===== src/rtl/irq_arbiter.sv =====
// Platform-level interrupt arbiter: per-source gateways, priority arbitration, claim/complete port.
// Optional feature macro: IRQ_ARB_THRESHOLD_EN (programmable priority threshold).
module irq_arbiter #(
  parameter int unsigned NUM_SRC = 8,
  parameter int unsigned PRIO_W  = 3
) (
  input  logic               clk_i,
  input  logic               rst_ni,
  input  logic [NUM_SRC-1:0] irq_src_i,
  input  logic               we_i,
  input  logic               re_i,
  input  logic [3:0]         addr_i,
  input  logic [31:0]        wdata_i,
  output logic [31:0]        rdata_o,
  output logic               irq_external_o
);

  typedef enum logic [1:0] {GW_IDLE, GW_PEND, GW_INSV} gw_state_e;

  localparam logic [3:0] ADDR_PEND  = 4'd8;
  localparam logic [3:0] ADDR_EN    = 4'd9;
  localparam logic [3:0] ADDR_THR   = 4'd10;
  localparam logic [3:0] ADDR_CLAIM = 4'd11;

  logic [NUM_SRC-1:0] sync1, sync2, enable, pending_vec;
  gw_state_e          gw   [NUM_SRC];
  logic [PRIO_W-1:0]  prio [NUM_SRC];
  logic [PRIO_W-1:0]  thr_eff, best_prio, win_prio;
  logic [3:0]         best_id, win_id;
  logic               rd_en, claim, complete;
  logic [31:0]        rd_mux;
  logic               unused_wdata;

  assign rd_en        = re_i & ~we_i;
  assign claim        = rd_en && (addr_i == ADDR_CLAIM);
  assign complete     = we_i && (addr_i == ADDR_CLAIM);
  assign unused_wdata = ^wdata_i;

`ifdef IRQ_ARB_THRESHOLD_EN
  logic [PRIO_W-1:0] threshold;
  always_ff @(posedge clk_i or negedge rst_ni) begin
    if (!rst_ni) threshold <= '0;
    else if (we_i && (addr_i == ADDR_THR)) threshold <= wdata_i[PRIO_W-1:0];
  end
  assign thr_eff = threshold;
`else
  assign thr_eff = '0;
`endif

  always_comb begin
    pending_vec = '0;
    for (int unsigned k = 0; k < NUM_SRC; k++) pending_vec[k] = (gw[k] == GW_PEND);
  end

  // Strict '>' while scanning upward keeps the lowest ID on equal priority.
  always_comb begin
    win_id   = '0;
    win_prio = '0;
    for (int unsigned k = 0; k < NUM_SRC; k++) begin
      if (pending_vec[k] && enable[k] && (prio[k] > thr_eff) && (prio[k] > win_prio)) begin
        win_id   = 4'(k + 1);
        win_prio = prio[k];
      end
    end
  end

  always_comb begin
    rd_mux = '0;
    for (int unsigned k = 0; k < NUM_SRC; k++)
      if (addr_i == 4'(k)) rd_mux = 32'(prio[k]);
    case (addr_i)
      ADDR_PEND:  rd_mux = 32'(pending_vec);
      ADDR_EN:    rd_mux = 32'(enable);
      ADDR_THR:   rd_mux = 32'(thr_eff);
      ADDR_CLAIM: rd_mux = 32'(best_id);
      default: ;
    endcase
  end

  always_ff @(posedge clk_i or negedge rst_ni) begin
    if (!rst_ni) begin
      sync1          <= '0;
      sync2          <= '0;
      enable         <= '0;
      best_id        <= '0;
      best_prio      <= '0;
      rdata_o        <= '0;
      irq_external_o <= 1'b0;
      for (int unsigned k = 0; k < NUM_SRC; k++) begin
        prio[k] <= '0;
        gw[k]   <= GW_IDLE;
      end
    end else begin
      sync1          <= irq_src_i;
      sync2          <= sync1;
      best_id        <= win_id;
      best_prio      <= win_prio;
      irq_external_o <= (win_id != '0);
      if (rd_en) rdata_o <= rd_mux;
      if (we_i) begin
        for (int unsigned k = 0; k < NUM_SRC; k++)
          if (addr_i == 4'(k)) prio[k] <= wdata_i[PRIO_W-1:0];
        if (addr_i == ADDR_EN) enable <= wdata_i[NUM_SRC-1:0];
      end
      // Claims act on the registered winner, so a back-to-back claim sees a stale ID
      // whose gateway is already in service and therefore changes nothing.
      for (int unsigned k = 0; k < NUM_SRC; k++) begin
        case (gw[k])
          GW_IDLE: if (sync2[k]) gw[k] <= GW_PEND;
          GW_PEND: if (claim && (best_prio != '0) && (best_id == 4'(k + 1))) gw[k] <= GW_INSV;
          GW_INSV: if (complete && (wdata_i[3:0] == 4'(k + 1))) gw[k] <= GW_IDLE;
          default: gw[k] <= GW_IDLE;
        endcase
      end
    end
  end

endmodule


===== config.mk =====
export PLATFORM = sky130hd
export DESIGN_NAME = irq_arbiter
export DESIGN_NICKNAME = d
export VERILOG_FILES = /design/src/rtl/irq_arbiter.sv
export SDC_FILE = /design/constraint.sdc
export NUM_CORES = 1
export LEC_CHECK = 0
export ABC_AREA = 0
export ABC_CLOCK_PERIOD_IN_PS = 12400
export CAP_MARGIN = 20
export CORE_ASPECT_RATIO = 0.9
export CORE_MARGIN = 2
export CORE_UTILIZATION = 45
export DETAILED_ROUTE_END_ITERATION = 6
export GPL_ROUTABILITY_DRIVEN = 0
export PLACE_DENSITY = 0.69
export SLEW_MARGIN = 40
export SYNTH_ARGS = -nofsm -noshare
export SYNTH_HDL_FRONTEND = slang
export SYNTH_SLANG_ARGS = --single-unit

===== constraint.sdc =====
create_clock -name clk_i -period 12.4 [get_ports clk_i]
set_clock_uncertainty 0.05 [all_clocks]
set_input_delay 2.48 -clock clk_i [delete_from_list [all_inputs] [get_ports clk_i]]
set_output_delay 2.48 -clock clk_i [all_outputs]
set_load 0.01 [all_outputs]

; ---- Word-level counts from Yosys, hierarchy flattened
; Cells that the tools add are included.
[totals]
register_bits = 104
wordCells = 235
[classes]
order_cmp = 15
eq_ne = 67
mux = 57
bitwise = 2
n_reduce_logical = 71
[op_table]
columns = op, count
row1 = 2-to-1 mux 32 bit, 7
row2 = case mux 32 bit (4 select lines), 1
row3 = == test 4 x 3 -> 1 bit (second input constant), 12
row4 = 2-to-1 mux 2 bit, 24
row5 = case mux 2 bit (3 select lines), 8
row6 = logical AND 1 bit, 43
row7 = inequality test 2 bit (second input constant), 16
row8 = 2-to-1 mux 4 bit, 7
row9 = 2-to-1 mux 3 bit, 9
row10 = == test 4 x 2 -> 1 bit (second input constant), 6
row11 = == test 4 bit (second input constant), 6
row12 = greater-than comparator 3 x 1 -> 1 bit (second input constant), 8
row13 = AND reduction 3 bit, 8
row14 = greater-than comparator 3 bit, 7
row15 = AND reduction 2 bit, 9
row16 = == test 2 x 1 -> 1 bit (second input constant), 8
row17 = == test 2 bit (second input constant), 8
row18 = logical NOT 2 bit, 8
row19 = inequality test 2 x 1 -> 1 bit (second input constant), 8
row20 = == test 4 x 1 -> 1 bit (second input constant), 3
row21 = logical NOT 4 bit, 1
row22 = nonzero test 4 bit, 1
row23 = nonzero test 3 bit, 1
row24 = bitwise AND 1 bit, 1
row25 = other kinds (2), 2

; ---- Longest topological paths before layout
; Gate-level depths: netlist of run 1.
[logic_depth]
word_depth = 27
depth_mapped = 55

; ---- Least setup slack after synthesis of run 1
; Ideal clock, no wire load.
[synth_timing]
path_type = register to register
from = register gw[14] (netlist bit)
to = register best_prio[1]
setup_time_ns = 0.120
arrival_time_ns = 9.818
required_time_ns = 12.230
setup_slack_ns = 2.413
stages_incl_launch_ff = 53
n_path_buf = 1
path_cell_list = dfrtp_1 > nor2b_1 > nand3_1 > ha_1 > nand3_1 > o211ai_1 > a21oi_1 > mux2_2 > ha_1 > nor2_1 > nand2_1 > a32o_1 > or3_1 > o22ai_2 > mux2_1 > ha_1 > nor2_1 > and2_1 > (+17 left out) > nor2_1 > o21ai_0 > or3b_1 > o221ai_1 > nand2_1 > nand2_1 > ha_1 > nor2b_1 > o21ai_0 > inv_1 > o21ai_0 > o21ai_0 > ha_1 > a21oi_1 > a311oi_1 > clkbuf_1 > nor2_1 > a31o_1
[synth_between]
elab_chain_cells = 26
[synth_lines]
columns = item, line_no
row1 = from (decl), 26  ; gw_state_e gw [NUM_SRC];
row2 = "from (signal, indexed assignment)", 91  ; gw[k] <= GW_IDLE;
row3 = "from (signal, indexed assignment)", 109  ; GW_IDLE: if (sync2[k]) gw[k] <= GW_PEND;
row4 = "from (signal, indexed assignment)", 110  ; GW_PEND: if (claim && (best_prio != '0) && (best_id == 4'(k + 1))) gw[k] <= GW_INSV;
row5 = == test 2 x 1 -> 1 bit (*), 52  ; for (int unsigned k = 0; k < NUM_SRC; k++) pending_vec[k] = (gw[k] == GW_PEND);
row6 = logical AND 1 bit (*) (3 in a row), 60  ; if (pending_vec[k] && enable[k] && (prio[k] > thr_eff) && (prio[k] > win_prio)) begin
row7 = 2-to-1 mux 3 bit (*), 60
row8 = greater-than comparator 3 bit, 60
row9 = logical AND 1 bit, 60
row10 = 2-to-1 mux 3 bit (*), 60
row11 = greater-than comparator 3 bit, 60
row12 = logical AND 1 bit, 60
row13 = (+9 left out), n/a
row14 = 2-to-1 mux 3 bit (*), 60
row15 = greater-than comparator 3 bit, 60
row16 = logical AND 1 bit, 60
row17 = 2-to-1 mux 3 bit (*), 60
row18 = greater-than comparator 3 bit, 60
row19 = logical AND 1 bit, 60
row20 = 2-to-1 mux 3 bit (*), 60
row21 = via win_prio[1], 28  ; logic [PRIO_W-1:0] thr_eff, best_prio, win_prio;
row22 = to (signal assigned), 97  ; best_prio <= win_prio;
row23 = to (decl), 28
; Mark *: on every way through the listed nets, which the timed path passes. The rest lies on a longest branch.
; A chain may end at the register's enable or synchronous reset.

; ---- Worst setup path in the final report of run 1
; Same ends and word-level chain as after synthesis.

==> metrics.txt, run 1 <==
Die Span Y=slightly above 100 um; slowest stage cell on the critical path=or3_1; initial antenna violation count=0; DRT iter0 DRCs=287; Clock Latency Late Sink=0.33 ns; number of port buffers=32; outcome=complete, no violations; Die Area=11200 um2; CP Data Required Time=between 10 and 15 ns; #FFs+latches synth=80; Vias/cell=5.94; largest net degree at the start of global routing=81; Static Leak=between 2 and 2.5 nW; Min Clock Period, post-route=11.35 ns; Post-synth top flop=dfrtp_1; Hold Path Class=reg -> reg; CP Launch Type=flop; Sink Count=80; CTS tree=done; fmax=roughly 0.088 GHz; largest fanout on the critical path=11; Vias=3768; HPWL after detailed placement=8020 um; Top-Level Pins=81; Area growth syn-to-layout=14.8%; ANT cells=0; gr usage total=0.208; Die Wd=around 110 um; max-slew violations=0; Total Power=about 0.0011 W; Post-Syn Instances=474; CTS root buf=clkbuf_16; CP arrival=11.53 ns; Clock H-tree levels=3; remaining antenna violation count=0; CTS clk-pin slew, worst paths=0.06 ns; detailed-route DRC error count=0; first-pass GRT wire length=18300 um; vias in the first global route=3548; DRT Wirelength=11400 um; critical path type=reg -> reg; period utilization=0.916; number of enable flip-flop cells after synthesis=0; clk buf depth=2; Finished Cell Area=about 5400 um2; Ys Warns=0; Nets=roughly 560; row count=35; kind of end point of the critical path=flop; synthesized area=4680 um2; Setup violations, final=0; Crit path buffers/inverters=2; post-synthesis sequential area ratio=0.428; async set-or-reset flop fraction in the synthesized netlist=1.00; Post-DP Area=around 5000 um2; # Max-Cap Violations=0; pwr dens=201 nW/um2; CTS buffer count=9; Relative slew margins=0.435; Final Hold Fails=0; worst vdd ir=0.0948 mV; RSZ-0062 raised after global routing=false; Slew @ Worst Pin=0.844 ns; Setup TNS=0 ns; critical path's top delay family=compound AO/OA/AOI/OAI gates; Pre-Repair DR Iteration Count=5; Yosys cell types=63; Avg Inst Size Synth=9.87 um2; initial core utilization=0.460; layout cells sized above 1=0.137; Overflow after GRT=0; core area=10200 um2; CP max stage delay=0.45 ns; per-cell routed wire length=18.0 um
## metrics by stage
step | instances | setup WS (ns) | util | hold slack [ns]
3_5_place_dp | 619 | 0.782 | 0.494 | 0.286
4_1_cts | 634 | 0.642 | 0.528 | 0.299
2_1_floorplan | 497 | 2.41 | - | 0.281
3_3_place_gp | 619 | 0.947 | 0.494 | 0.284
5_1_grt | 634 | 0.0689 | 0.529 | 0.303
6_report | 634 | 1.05 | 0.529 | 0.296
## report_power, final
part	total, W	leakage (nW)	internal [W]	switching, W
combinational	0.000414	1.11	0.000183	0.000231
clock	0.000305	0.169	0.000201	0.000104
sequential	0.000359	0.963	0.000306	0.0000533
## layout by cell type, fill, tap and decap left out, types with 7 or more instances in the layout
master and count:
inv_1 12, nor3_1 13, mux2i_1 8, and2_1 7
a21oi_1 21, conb_1 24, o21ai_0 27, a31oi_1 7
nor2b_1 12, mux2_2 32, clkdlybuf4s50_1 31, nand2b_1 7
nand2_1 39, ha_1 13, nor2_1 35, dfrtp_1 80
nand3_1 19, clkbuf_16 9
## layout make-up
| cell class | count | area [um2] |
|---|---|---|
| Sequential cell | 80 | 2000 |
| Multi-Input combinational cell | 364 | 2480 |
| Timing Repair Buffer | 34 | 337 |
| Inverter | 12 | 45.0 |
| Clock inverter | 5 | 104 |
| Clock buffer | 10 | 239 |
| Fill cell | 889 | 4790 |
| Tap cell | 129 | 161 |
## flip-flops by register name, summed over array words and instances (netlist names)
| register | flops |
|---|---|
| rdata_o | 8 |
| prio | 24 |
| enable | 8 |
| irq_external_o | 1 |
| best_id | 4 |
| sync2 | 8 |
| gw | 16 |
| best_prio | 3 |
| sync1 | 8 |
## routing by layer
metal | global-route usage | vias to the layer above | wire, um
li1 | - | 1750 | -
met1 | 0.287 | 1841 | 5230
met2 | 0.333 | 159 | 5280
met3 | 0.0319 | 18 | 669
met4 | 0.0836 | 0 | 221
met5 | 0 | - | 0
## kinds of logic (layout without fill, tap and decap cells)
| family | count (synthesis) | in the layout | share of synthesized area |
|---|---|---|---|
| buffers and inverters | 53 | 61 | 0.0618 |
| DFF | 80 | 80 | 0.428 |
| AOI/OAI and AO/OA | 115 | 115 | 0.172 |
| muxes | 46 | 46 | 0.121 |
| other | 1 | 24 | 0.000802 |
| adders and majority gates | 14 | 14 | 0.0369 |
| and+or+nand+nor | 165 | 165 | 0.180 |
## timing repair
item                       CTS  global route
resized for setup            0             3
setup endpoints to repair    0             7
hold endpoints to repair     0             0
hold buffers                 0             0
buffers inserted             0             0
## cell usage after synthesis (all sizes together), types with 7 or more instances
cell type / count / area, um2
nand3: 19 / 95.1
inv: 12 / 45.0
mux2: 33 / 372
ha: 13 / 163
clkbuf: 16 / 60.1
nand2: 39 / 146
nor2b: 12 / 75.1
and2: 8 / 52.6
dfrtp: 80 / 2000
mux2i: 8 / 80.1
o21ai: 30 / 150
a21oi: 22 / 110
nand2b: 7 / 43.8
buf: 25 / 184
a31oi: 7 / 43.8
nor3: 14 / 75.1
nor2: 35 / 131
## worst paths after layout
check,startpoint,end,slack (ns),cells after the start
worst min register to register,sync1[2]$_DFF_PN0_,sync2[2]$_DFF_PN0_,0.30,0
worst max-delay path,gw[14]$_DFFE_PN0P_,best_prio[1]$_DFF_PN0_,1.05,53
max in group asynchronous,rst_ni,gw[10]$_DFFE_PN0P_,9.68,1
worst max register to register,gw[14]$_DFFE_PN0P_,best_prio[1]$_DFF_PN0_,1.05,53
min in group asynchronous,rst_ni,rdata_o[7]$_DFFE_PN0P_,2.11,1
worst min-delay path,sync1[2]$_DFF_PN0_,sync2[2]$_DFF_PN0_,0.30,0
(Power assumes the default switching activity.)
==> inputs of run 2 (changes only) <==
Settings changed: CELL_PAD_IN_SITES_DETAIL_PLACEMENT set to 0, CELL_PAD_IN_SITES_GLOBAL_PLACEMENT set to 2, CORE_MARGIN 2 to unset, CORE_UTILIZATION 45 to 33, PLACE_DENSITY 0.69 to unset, PLACE_DENSITY_LB_ADDON set to 0.05.
==> run 2 against run 1 <==
Against the previous run: maximum frequency down 0.65%; sequential share of layout area down 0.38 points; critical endpoint is now irq_external_o$_DFF_PN0_; die area up 31%; register-to-register slack worse by 0.07 ns; global-route usage down 2.2 points; critical path type unchanged.
==> metrics.txt, run 2 (synthesis results as in run 1) <==
remaining antenna violation count=0; Vias=3646; worst vdd ir=0.106 mV; CP max stage delay=0.45 ns; CTS root buf=clkbuf_16; pre-CTS setup slack=0.809 ns; largest net degree at the start of global routing=81; CP Launch Type=flop; Hold Path Class=reg -> reg; Top-Level Pins=roughly 80; detailed-route DRC error count=0; Largest Register=prio; Final Hold Fails=0; DRT Wirelength=about 13000 um; vias in the first global route=3557; pwr dens=roughly 200 nW/um2; outcome=complete, no violations; Static Leak=2.22 nW; clk buf depth=2; CTS tree=done; initial core utilization=0.344; most frequent cells in the layout=80 x dfrtp_1, 39 x nand2_1, 34 x nor2_1; hold buffers post-CTS=0; Placed Cells=681; Vias/cell=5.23; layout cells sized above 1=0.146; kind of end point of the critical path=flop; RSZ-0062 raised after global routing=false; CTS buffer count=9; DRT iter0 DRCs=200; fmax=0.0875 GHz; flip-flop count of the largest register after layout=24; Clock H-tree levels=3; Sink Count=80; CTS clk-pin slew, worst paths=0.06 ns; ANT cells=0; number of port buffers=32; max-slew violations=0; final worst slack=0.972 ns; critical path type=reg -> reg; HPWL after detailed placement=9630 um; Die Wd=128 um; Nets=564; Total Power=0.00107 W; CP arrival=roughly 12 ns; per-cell routed wire length=18.6 um; gr usage total=0.186; slowest stage cell on the critical path=or3_1; Pre-Repair DR Iteration Count=4; Die Span Y=115 um; first-pass GRT wire length=between 20000 and 25000 um; Slew @ Worst Pin=around 0.77 ns; Setup TNS=0 ns; period utilization=0.922; biggest regs=prio (24), gw (16); core area=13600 um2; final instance count without filler cells=697; Overflow after GRT=0; Area growth syn-to-layout=16.0%; Post-CTS Setup Bufs=0; row count=40; final core occ=0.399; Crit path top cell by count=ha_1; CP Data Required Time=12.56 ns; initial antenna violation count=0; Die Area=14700 um2; Relative slew margins=0.486; Min Clock Period, post-route=11.43 ns; commonest non-fill, non-tap cell in the layout=dfrtp_1; largest fanout on the critical path=6; Setup violations, final=0; Clock Latency Late Sink=0.34 ns; # Max-Cap Violations=0; post-cts gate resize count=0
## run 2: cell count changes in the layout (fill, tap and decap cells not counted), sizes merged
| cell | previous run | this run |
|---|---|---|
| clkinv | 1 | 2 |
| clkinvlp | 0 | 3 |
| bufinv | 3 | 1 |
| buf | 3 | 6 |
| clkdlybuf4s50 | 31 | 30 |
| clkbuf | 10 | 9 |
## run 2: where the power goes
group	total, W	switching, W	internal (W)
Sequential	0.000360	0.0000544	0.000306
Combinational	0.000438	0.000247	0.000191
Clock	0.000267	0.000112	0.000156
Total	0.00107	0.000413	0.000652
## run 2: metal layers
metal	track usage	share of wire	wire length, um
met5	0	0	0
met4	0.0548	0.018	229
met3	0.0354	0.036	461
met2	0.284	0.44	5690
met1	0.267	0.51	6580
## run 2: final timing paths
kind	startpoint	end	slack, ns	cells after the start
max in group asynchronous	rst_ni	prio[9]$_DFFE_PN0P_	9.64	1
worst max register to register	gw[14]$_DFFE_PN0P_	irq_external_o$_DFF_PN0_	0.97	53
worst max-delay path	gw[14]$_DFFE_PN0P_	irq_external_o$_DFF_PN0_	0.97	53
worst min register to register	sync1[4]$_DFF_PN0_	sync2[4]$_DFF_PN0_	0.30	0
min in group asynchronous	rst_ni	sync1[1]$_DFF_PN0_	2.12	1
worst min-delay path	sync1[4]$_DFF_PN0_	sync2[4]$_DFF_PN0_	0.30	0
## run 2: layout make-up
| cell class | instances | area [um2] |
|---|---|---|
| clock buffers | 9 | 225 |
| clock inverters | 7 | 71.3 |
| fillers | 1393 | 8190 |
| inverters | 12 | 45.0 |
| multi-input cells | 364 | 2500 |
| flip-flops and latches | 80 | 2000 |
| well taps | 189 | 236 |
| repair buffers | 36 | 347 |
## run 2: metrics by stage
step           hold WS (ns)  cell area [um2]
2_1_floorplan         0.281             4760
3_3_place_gp          0.282             5100
3_5_place_dp          0.287             5110
4_1_cts               0.301             5410
5_1_grt               0.306             5430
6_report              0.297             5430
## run 2: worst max-delay path, delay by kind of cell (launching register included)
family	cells	cell delay, ns
buf+inv	3	0.46
mux	3	1.11
fa+ha+maj	7	2.06
flops	1	0.42
simple gates	17	3.16
compound gates	23	4.00
==> inputs of run 3 (changes only) <==
Settings changed: CAP_MARGIN 20 to 5, PLACE_DENSITY_LB_ADDON 0.05 to 0.3.
==> run 3 against run 2 <==
Against the previous run: register-to-register slack about the same; routed wire length decreased by 7.2%; clock power decreased by 1%; critical path depth unchanged; sequential share of layout area about the same; combinational power decreased by 4%; critical path type unchanged; critical endpoint is now best_prio[1]$_DFF_PN0_; largest cell class unchanged.
==> metrics.txt, run 3 (synthesis results as in run 1) <==
outcome=complete, no violations; post-cts gate resize count=0; CP Launch Type=flop; initial antenna violation count=0; largest fanout on the critical path=11; vias in the first global route=between 3k and 4k; max-slew violations=0; per-cell routed wire length=17.3 um; CP Data Required Time=12.57 ns; remaining antenna violation count=0; Static Leak=between 2 and 2.5 nW; pwr dens=about 190 nW/um2; Area growth syn-to-layout=16.1%; multi-input logic area=2490 um2; DRT iter0 DRCs=236; DRT Wirelength=12000 um; clk buf depth=2; Crit path top cell by count=ha_1; Setup TNS=0 ns; Setup violations, final=0; Worst Setup SP=gw[14]$_DFFE_PN0P_; gr usage total=0.176; Pre-Repair DR Iteration Count=4; final core occ=0.399; Vias/cell=~5.2; most frequent cells in the layout=80 x dfrtp_1, 39 x nand2_1, 34 x nor2_1; Final Hold Fails=0; Clock Latency Late Sink=0.34 ns; CTS clk-pin slew, worst paths=0.06 ns; CTS buffer count=9; FF-to-FF Start=gw[14]$_DFFE_PN0P_; Largest Register=prio; Die Area=14700 um2; Hold Path Class=reg -> reg; critical path's top delay family=compound AO/OA/AOI/OAI gates; CTS tree=done; flip-flop count of the largest register after layout=24; CTS root buf=clkbuf_16; CP arrival=11.60 ns; Vias=between 3k and 4k; Slew @ Worst Pin=0.840 ns; critical path type=reg -> reg; Die Wd=128 um; HPWL after detailed placement=roughly 9000 um; Top-Level Pins=81; period utilization=0.922; Post-CTS Setup Bufs=0; core area=roughly 14000 um2; hold path startpoint=sync1[0]$_DFF_PN0_; Clock H-tree levels=3; number of port buffers=32; Sink Count=80; Die Span Y=between 100 and 150 um; commonest non-fill, non-tap cell in the layout=dfrtp_1; hold buffers post-CTS=0; row count=40; initial core utilization=0.344; ANT cells=0; slowest stage cell on the critical path=or3_1; first-pass GRT wire length=19600 um; # fillers=1384; Crit path buffers/inverters=3; register area=2000 um2; Overflow after GRT=0; worst vdd ir=0.0960 mV; biggest regs=prio (24), gw (16); largest net degree at the start of global routing=81; RSZ-0062 raised after global routing=false; Min Clock Period, post-route=11.43 ns; Nets=~560; detailed-route DRC error count=0; # Max-Cap Violations=0; kind of end point of the critical path=flop; layout cells sized above 1=0.142; fmax=between 0.08 and 0.09 GHz; CP max stage delay=0.45 ns; Relative slew margins=0.438
## run 3: cell types whose count changed in the layout (fill, tap and decap cells not counted), sizes merged
cell | previous run | this run
clkinvlp | 3 | 4
clkbuf | 9 | 10
clkdlybuf4s50 | 30 | 31
clkinv | 2 | 0
buf | 6 | 5
## run 3: final cells by class
class | instances | share of cell area
multi-input cells | 364 | 0.458
repair buffers | 36 | 0.0670
inverters | 12 | 0.00829
clock buffers | 10 | 0.0422
flip-flops and latches | 80 | 0.369
clock inverters | 6 | 0.0127
well taps | 189 | 0.0435
## run 3: where the power goes
part / switching [W] / internal (W)
sequential: 0.0000530 / 0.000306
clock: 0.000107 / 0.000157
combinational: 0.000235 / 0.000185
total: 0.000395 / 0.000647
## run 3: per-stage QoR
stage | std cells | area (um2) | setup WS (ns) | hold slack (ns) | power [W]
after floorplan | 497 | 4760 | 2.41 | 0.281 | 0.000657
after global placement | 680 | 5100 | 0.936 | 0.282 | 0.000772
after detailed placement | 680 | 5100 | 0.832 | 0.285 | 0.000778
after CTS | 696 | 5400 | 0.763 | 0.299 | 0.00105
after global routing | 697 | 5430 | 0.0354 | 0.306 | 0.00112
final | 697 | 5430 | 0.973 | 0.297 | 0.00104
## run 3: path summary, 6_finish.rpt
check / end / slack, ns / cells after the start
hold reg to reg: sync2[0]$_DFF_PN0_ / 0.30 / 0
hold / removal: sync2[0]$_DFF_PN0_ / 0.30 / 0
setup / recovery: best_prio[1]$_DFF_PN0_ / 0.97 / 53
max in group asynchronous: prio[15]$_DFFE_PN0P_ / 9.77 / 2
min in group asynchronous: sync1[5]$_DFF_PN0_ / 1.99 / 1
setup reg to reg: best_prio[1]$_DFF_PN0_ / 0.97 / 53
## run 3: per-layer routing
| layer | routed length [um] | vias to the layer above | track usage | part of all wire |
|---|---|---|---|---|
| met5 | 0 | - | 0 | 0 |
| met4 | 57 | 0 | 0.0349 | 0.0047 |
| met3 | 530 | 7 | 0.0405 | 0.044 |
| met2 | 5570 | 81 | 0.276 | 0.46 |
| met1 | 5870 | 1782 | 0.250 | 0.49 |
| li1 | - | 1759 | - | - |
